### src/rtl/strassen_mm2x2_pipe_pkg.sv
// Shared definitions for the Strassen 2x2 multiplier: FSM states, product indices
// and the round-count helper used to size the multiplier schedule.
package strassen_mm2x2_pipe_pkg;

  typedef enum logic [2:0] {
    ST_IDLE,
    ST_PRESUM,
    ST_MULT,
    ST_COMBINE,
    ST_DONE
  } state_t;

  localparam int NUM_PRODUCTS = 7;

  localparam int M1_IDX = 0;
  localparam int M2_IDX = 1;
  localparam int M3_IDX = 2;
  localparam int M4_IDX = 3;
  localparam int M5_IDX = 4;
  localparam int M6_IDX = 5;
  localparam int M7_IDX = 6;

  // Rounds needed to cover all seven products with the given number of lanes.
  function automatic int num_rounds(input int lanes);
    return (NUM_PRODUCTS + lanes - 1) / lanes;
  endfunction

endpackage

### src/rtl/strassen_mm2x2_pipe_mult_lane.sv
// One shared multiplier lane: selects the operand pair for product number idx and
// multiplies it; indices of 7 and above select zeros (lane idle in that round).
module strassen_mult_lane
  import strassen_mm2x2_pipe_pkg::*;
#(
  parameter int WIDTH = 8
) (
  input  logic        [3:0]         idx,
  input  logic signed [WIDTH:0]     opx [NUM_PRODUCTS],
  input  logic signed [WIDTH:0]     opy [NUM_PRODUCTS],
  output logic signed [2*WIDTH+1:0] prod
);

  localparam int PW = 2 * WIDTH + 2;

  logic signed [WIDTH:0] x;
  logic signed [WIDTH:0] y;

  always_comb begin
    x = '0;
    y = '0;
    if (idx < 4'd7) begin
      x = opx[idx[2:0]];
      y = opy[idx[2:0]];
    end
    prod = PW'(x) * PW'(y);
  end

endmodule

### src/rtl/strassen_mm2x2_pipe.sv
// Strassen 2x2 signed matrix multiplier on NUM_MULT shared lanes with valid/ready ports.
// Define STRASSEN_SAT_EN for WIDTH-bit saturated outputs plus a sat_flag port.
module strassen_mm2x2_pipe
  import strassen_mm2x2_pipe_pkg::*;
#(
  parameter int WIDTH    = 8,
  parameter int NUM_MULT = 1,
  localparam int OUT_W   = 2 * WIDTH + 1,
`ifdef STRASSEN_SAT_EN
  localparam int CW      = WIDTH
`else
  localparam int CW      = OUT_W
`endif
) (
  input  logic                 clk,
  input  logic                 rst_n,
  input  logic                 in_valid,
  output logic                 in_ready,
  input  logic signed [WIDTH-1:0] a11,
  input  logic signed [WIDTH-1:0] a12,
  input  logic signed [WIDTH-1:0] a21,
  input  logic signed [WIDTH-1:0] a22,
  input  logic signed [WIDTH-1:0] b11,
  input  logic signed [WIDTH-1:0] b12,
  input  logic signed [WIDTH-1:0] b21,
  input  logic signed [WIDTH-1:0] b22,
`ifdef STRASSEN_SAT_EN
  output logic                 sat_flag,
`endif
  output logic                 out_valid,
  input  logic                 out_ready,
  output logic signed [CW-1:0] c11,
  output logic signed [CW-1:0] c12,
  output logic signed [CW-1:0] c21,
  output logic signed [CW-1:0] c22
);

  localparam int R  = num_rounds(NUM_MULT);
  localparam int EW = WIDTH + 1;
  localparam int PW = 2 * WIDTH + 2;
  localparam int SW = 2 * WIDTH + 4;
  localparam logic [2:0] RND_LAST = 3'(R - 1);

  state_t state, state_nx;
  logic [2:0] rnd;

  logic signed [WIDTH-1:0] ra11, ra12, ra21, ra22, rb11, rb12, rb21, rb22;
  logic signed [EW-1:0] sa1122, sb1122, sa2122, sb1222, sb2111;
  logic signed [EW-1:0] sa1112, sa2111, sb1112, sa1222, sb2122;

  logic signed [EW-1:0] opx [NUM_PRODUCTS];
  logic signed [EW-1:0] opy [NUM_PRODUCTS];
  logic        [3:0]    lane_idx [NUM_MULT];
  logic signed [PW-1:0] lane_p [NUM_MULT];
  logic signed [PW-1:0] m [NUM_PRODUCTS];
  logic signed [SW-1:0] f11, f12, f21, f22;

  function automatic logic signed [SW-1:0] sx(input logic signed [PW-1:0] v);
    return {{(SW - PW){v[PW-1]}}, v};
  endfunction

  assign in_ready  = (state == ST_IDLE);
  assign out_valid = (state == ST_DONE);

  always_ff @(posedge clk or negedge rst_n) begin
    if (!rst_n) state <= ST_IDLE;
    else        state <= state_nx;
  end

  always_comb begin
    state_nx = state;
    case (state)
      ST_IDLE:    if (in_valid) state_nx = ST_PRESUM;
      ST_PRESUM:  state_nx = ST_MULT;
      ST_MULT:    if (rnd == RND_LAST) state_nx = ST_COMBINE;
      ST_COMBINE: state_nx = ST_DONE;
      ST_DONE:    if (out_ready) state_nx = ST_IDLE;
      default:    state_nx = ST_IDLE;
    endcase
  end

  // Operand pairs feeding the lanes, indexed by product number.
  always_comb begin
    opx[M1_IDX] = sa1122;                      opy[M1_IDX] = sb1122;
    opx[M2_IDX] = sa2122;                      opy[M2_IDX] = {rb11[WIDTH-1], rb11};
    opx[M3_IDX] = {ra11[WIDTH-1], ra11};       opy[M3_IDX] = sb1222;
    opx[M4_IDX] = {ra22[WIDTH-1], ra22};       opy[M4_IDX] = sb2111;
    opx[M5_IDX] = sa1112;                      opy[M5_IDX] = {rb22[WIDTH-1], rb22};
    opx[M6_IDX] = sa2111;                      opy[M6_IDX] = sb1112;
    opx[M7_IDX] = sa1222;                      opy[M7_IDX] = sb2122;
  end

  always_comb begin
    for (int j = 0; j < NUM_MULT; j++) lane_idx[j] = 4'(int'(rnd) * NUM_MULT + j);
  end

  for (genvar g = 0; g < NUM_MULT; g++) begin : g_lane
    strassen_mult_lane #(.WIDTH(WIDTH)) u_lane (
      .idx  (lane_idx[g]),
      .opx  (opx),
      .opy  (opy),
      .prod (lane_p[g])
    );
  end

  always_comb begin
    f11 = sx(m[M1_IDX]) + sx(m[M4_IDX]) - sx(m[M5_IDX]) + sx(m[M7_IDX]);
    f12 = sx(m[M3_IDX]) + sx(m[M5_IDX]);
    f21 = sx(m[M2_IDX]) + sx(m[M4_IDX]);
    f22 = sx(m[M1_IDX]) - sx(m[M2_IDX]) + sx(m[M3_IDX]) + sx(m[M6_IDX]);
  end

`ifdef STRASSEN_SAT_EN
  localparam logic signed [SW-1:0] SMAX = {{(SW - WIDTH + 1){1'b0}}, {(WIDTH - 1){1'b1}}};
  localparam logic signed [SW-1:0] SMIN = {{(SW - WIDTH + 1){1'b1}}, {(WIDTH - 1){1'b0}}};

  logic sat_r;

  function automatic logic signed [WIDTH-1:0] sat_w(input logic signed [SW-1:0] v);
    if (v > SMAX) return SMAX[WIDTH-1:0];
    if (v < SMIN) return SMIN[WIDTH-1:0];
    return v[WIDTH-1:0];
  endfunction

  function automatic logic clipped(input logic signed [SW-1:0] v);
    return (v > SMAX) || (v < SMIN);
  endfunction

  assign sat_flag = sat_r & out_valid;
`endif

  // Datapath registers; each stage only writes the registers it owns.
  always_ff @(posedge clk or negedge rst_n) begin
    if (!rst_n) begin
      rnd  <= '0;
      ra11 <= '0; ra12 <= '0; ra21 <= '0; ra22 <= '0;
      rb11 <= '0; rb12 <= '0; rb21 <= '0; rb22 <= '0;
      sa1122 <= '0; sb1122 <= '0; sa2122 <= '0; sb1222 <= '0; sb2111 <= '0;
      sa1112 <= '0; sa2111 <= '0; sb1112 <= '0; sa1222 <= '0; sb2122 <= '0;
      for (int i = 0; i < NUM_PRODUCTS; i++) m[i] <= '0;
      c11 <= '0; c12 <= '0; c21 <= '0; c22 <= '0;
`ifdef STRASSEN_SAT_EN
      sat_r <= 1'b0;
`endif
    end else begin
      case (state)
        ST_IDLE: if (in_valid) begin
          ra11 <= a11; ra12 <= a12; ra21 <= a21; ra22 <= a22;
          rb11 <= b11; rb12 <= b12; rb21 <= b21; rb22 <= b22;
        end
        ST_PRESUM: begin
          rnd    <= '0;
          sa1122 <= {ra11[WIDTH-1], ra11} + {ra22[WIDTH-1], ra22};
          sb1122 <= {rb11[WIDTH-1], rb11} + {rb22[WIDTH-1], rb22};
          sa2122 <= {ra21[WIDTH-1], ra21} + {ra22[WIDTH-1], ra22};
          sb1222 <= {rb12[WIDTH-1], rb12} - {rb22[WIDTH-1], rb22};
          sb2111 <= {rb21[WIDTH-1], rb21} - {rb11[WIDTH-1], rb11};
          sa1112 <= {ra11[WIDTH-1], ra11} + {ra12[WIDTH-1], ra12};
          sa2111 <= {ra21[WIDTH-1], ra21} - {ra11[WIDTH-1], ra11};
          sb1112 <= {rb11[WIDTH-1], rb11} + {rb12[WIDTH-1], rb12};
          sa1222 <= {ra12[WIDTH-1], ra12} - {ra22[WIDTH-1], ra22};
          sb2122 <= {rb21[WIDTH-1], rb21} + {rb22[WIDTH-1], rb22};
        end
        ST_MULT: begin
          rnd <= rnd + 3'd1;
          for (int j = 0; j < NUM_MULT; j++)
            if (lane_idx[j] < 4'd7) m[lane_idx[j][2:0]] <= lane_p[j];
        end
        ST_COMBINE: begin
`ifdef STRASSEN_SAT_EN
          c11 <= sat_w(f11); c12 <= sat_w(f12);
          c21 <= sat_w(f21); c22 <= sat_w(f22);
          sat_r <= clipped(f11) | clipped(f12) | clipped(f21) | clipped(f22);
`else
          c11 <= f11[OUT_W-1:0]; c12 <= f12[OUT_W-1:0];
          c21 <= f21[OUT_W-1:0]; c22 <= f22[OUT_W-1:0];
`endif
        end
        default: ;
      endcase
    end
  end

endmodule
### config.mk
export PLATFORM = sky130hd
export DESIGN_NAME = strassen_mm2x2_pipe
export DESIGN_NICKNAME = d
export VERILOG_FILES = /design/src/rtl/strassen_mm2x2_pipe_pkg.sv /design/src/rtl/strassen_mm2x2_pipe_mult_lane.sv /design/src/rtl/strassen_mm2x2_pipe.sv
export SDC_FILE = /design/constraint.sdc
export NUM_CORES = 1
export LEC_CHECK = 0
export ABC_CLOCK_PERIOD_IN_PS = 8600
export CAP_MARGIN = 20
export CORE_UTILIZATION = 61
export CTS_CLUSTER_SIZE = 30
export DETAILED_ROUTE_END_ITERATION = 6
export PLACE_DENSITY = 0.9
export SYNTH_ARGS = -nofsm -noshare
export SYNTH_HDL_FRONTEND = slang
export SYNTH_SLANG_ARGS = --single-unit
### constraint.sdc
create_clock -name clk -period 8.6 [get_ports clk]
set_clock_uncertainty 0.1 [all_clocks]
set_input_delay 0.86 -clock clk [delete_from_list [all_inputs] [get_ports clk]]
set_output_delay 0.86 -clock clk [all_outputs]
set_load 0.03 [all_outputs]
==> summary.md <==
| Metric | Value |
|---|---|
| Outcome | finished, final reports clean |
| Die X | 199 um |
| R2R Path Start | rnd[2] |
| Initial Util | 0.624 |
| Placer Congestion | 0.905 |
| R2R depth | 21 |
| DR DRC count | 0 |
| TritonCTS Buffers | 38 |
| Share of cells above drive strength 1 | 0.0711 |
| Post-cts gate resize count | 0 |
| Routed Antenna Nets | 0 |
| Critical path class | flop to flop |
| Worst path arrival time | about 7900 ps |
| # setup viols final | 0 |
| Worst R2R Setup Slack | ~1100 ps |
| Final hold violation count | 0 |
| Core footprint | 37,800 um2 |
| Gr usage total | 0.306 |
| Critical-path cell list | nor2b_1, a22oi_1, o22ai_1, nand2_1, fa_1, inv_1, fa_1, fa_1, fa_1, inv_1, fa_1, inv_1, ha_1, o21ai_0, o21bai_1, o21a_1, a21o_1, a21oi_1, o21ai_0, xnor2_1, mux2_2 |
| IO Port Bufs | between 100 and 150 |
| Critical path depth | 21 |
| DR vias | 17,900 |
| Post-layout net count | approximately 2,900 |
| Crit share post-route | 0.873 |
| Clock Path Buffers | 3 |
| Post-CTS Setup Bufs | 0 |
| WP data required | 9000 ps |
| Clock root buffer | clkbuf_16 |
| Crit path time final | 7510 ps |
| Worst Path Buf+Inv | 3 |
| Post-Syn Instances | 2,397 |
| Clock sinks | 347 |
| Number of global-route vias before repair | 19,100 |
| Clock-pin slew on the worst setup and hold paths | 60 ps |
| Synth Flop Type | dfrtp_1 |
| CP max FO | 18 |
| Mapped Area | 23,600 um2 |
| Average size of a mapped cell | roughly 9.8 um2 |
| Routed WL | about 57,000 um |
| Row count | 71 |
| Yosys warns | 0 |
| Area grow syn2layout | 12.8% |
| Max_slew headroom | 0.243 |
| HPWL Detailed | 42,900 um |
| Hold-fix buffers, CTS | 0 |
| Setup TNS Final | 0 ps |
| Ant. Diodes | 0 |
| Netlist cell types | 68 |
| CTS tree | built |
| Fill count | 2,632 |
| First-pass GRT wire length | ~95,000 um |
| Clk_lat worst skew | about 570 ps |
| WL per Instance | 18.9 um |
| Vias per cell | 5.87 |
| Fmax | 0.133 GHz |
| Worst-Margin Slew | around 1100 ps |
| CP peak stage delay | around 800 ps |
| Min-Delay Path Class | input port to async pin |
| First-pass iteration count of the detailed router | 5 |
| Die Area | a little under 40,000 um2 |
| Crit start category | flop |
| FF-to-FF End | m[16] |
| EDFF count, synth | 0 |
| Worst path slowest cell | dfrtp_1 |
| #FFs+latches synth | roughly 350 |
| Crit path launch | rnd[2] |
| CP Capture Type | flop |
| Die Y | a little under 200 um |
| RSZ-0062 raised after global routing | false |
| Max Cap Viol | 0 |
| Initial antenna violation count | 0 |
| DP Area | 25,400 um2 |
| Pins over their slew limit | 0 |
| Setup crit end | m[16] |
| Total gr overflow | 0 |
| Syn Nets | roughly 2,800 |
| FFs w/ async S/R, synth | 1.00 |
| Initial drt markers | 1,340 |
| Post-synthesis sequential area ratio | 0.368 |
| Ports | approximately 140 |
| Largest net degree at the start of global routing | 167 |
| Post-route cell area | approximately 27,000 um2 |
| H-tree depth | 2 |
| Crit path top cell by count | fa_1 |
| Crit path max-delay family | adder cells |
synthesized netlist by cell type, types with 3 or more instances:
master	n	share of area
dfrtp_1	347	0.37
nand2_1	314	0.050
inv_1	291	0.046
o21ai_0	226	0.048
ha_1	181	0.096
fa_1	143	0.12
xnor2_1	97	0.036
a21oi_1	96	0.020
mux2_2	93	0.044
nor2_1	84	0.013
clkbuf_1	64	0.010
a21o_1	50	0.016
o21ai_1	50	0.011
xor2_1	40	0.015
o21bai_1	32	0.010
nand2b_1	24	0.0064
nor2b_1	22	0.0058
mux2i_1	21	0.0089
mux2_1	18	0.0086
nand3_1	17	0.0036
nor3_1	15	0.0032
o21a_1	14	0.0045
a31oi_1	13	0.0034
a22oi_1	12	0.0038
o31ai_1	12	0.0038
a211oi_1	10	0.0032
buf_1	10	0.0016
a2111oi_0	9	0.0033
and2_1	8	0.0021
and3_1	7	0.0019
mux4_2	7	0.0067
nand4_1	7	0.0019
a221o_1	4	0.0017
a221oi_1	4	0.0015
buf_2	4	0.00085
o22a_1	4	0.0015
buf_6	3	0.0014
nor4_1	3	0.00079
o22ai_1	3	0.00079
registers in the layout (all words and copies together) (netlist names), 17 cells and up:
signal  cells
c11        17
c12        17
c21        17
c22        17
m         119
cells by family (layout without fill, tap and decap cells):
logic type	Yosys count	count (layout)	share of synthesized area
AOI/OAI and AO/OA	559	559	0.140
xor gates and xnor gates	137	137	0.0508
adders and majority gates	324	324	0.217
buffers and inverters	375	510	0.0611
DFF	347	347	0.368
muxes	140	140	0.0692
and+or+nand+nor	515	515	0.0939
stage by stage:
step	setup slack [ps]	utilization	hold slack [ps]	cells
finish	1090	0.704	251	3043
global route	789	0.704	324	3043
CTS	1160	0.704	269	3043
detailed placement	1160	0.672	366	2977
global placement	1490	0.672	357	2977
floorplan	2150	-	340	2397
layer usage:
layer / up-vias / global-route usage / share of wire
met4: 0 / 0.147 / 0.045
li1: 8224 / - / -
met2: 665 / 0.537 / 0.50
met1: 8802 / 0.368 / 0.40
met3: 184 / 0.0465 / 0.057
met5: - / 0 / 0
layout by cell type (no fill, tap or decap), types with 15 or more instances in the layout:
cell type	synthesis	final
a21o_1	50	50
a21oi_1	96	96
clkbuf_16	0	39
clkdlybuf4s50_1	0	136
dfrtp_1	347	347
fa_1	143	143
ha_1	181	181
inv_1	291	291
mux2_1	18	18
mux2_2	93	93
mux2i_1	21	21
nand2_1	314	314
nand2b_1	24	24
nand3_1	17	17
nor2_1	84	84
nor2b_1	22	22
nor3_1	15	15
o21ai_0	226	226
o21ai_1	50	50
o21bai_1	32	32
xnor2_1	97	97
xor2_1	40	40
worst min path at each step:
stage / start / endpoint / slack, ps / cells after the start
3_5_place_dp: c11[11] / c11[11] / 370 / 2
5_1_grt: rst_n / c11[0] / 320 / 1
4_1_cts: rst_n / m[109] / 270 / 1
2_1_floorplan: sa1112[0] / sa1112[0] / 340 / 2
3_3_place_gp: sa1122[8] / sa1122[8] / 360 / 2
6_report: rst_n / c11[0] / 250 / 1
cell type report:
cell class | instances | area [um2] | share of cell area
clock buffer | 61 | 1170 | 0.0439
inverter | 292 | 1100 | 0.0411
multi-input combinational | 1675 | 13500 | 0.507
sequential | 347 | 8680 | 0.326
clock inverter | 5 | 56.3 | 0.00211
tap | 511 | 639 | 0.0240
timing repair buffer | 152 | 1500 | 0.0564
Power is left out: the tool's default activity adds up to more than one toggle a clock period on the data nets, which glitch-free logic cannot reach.
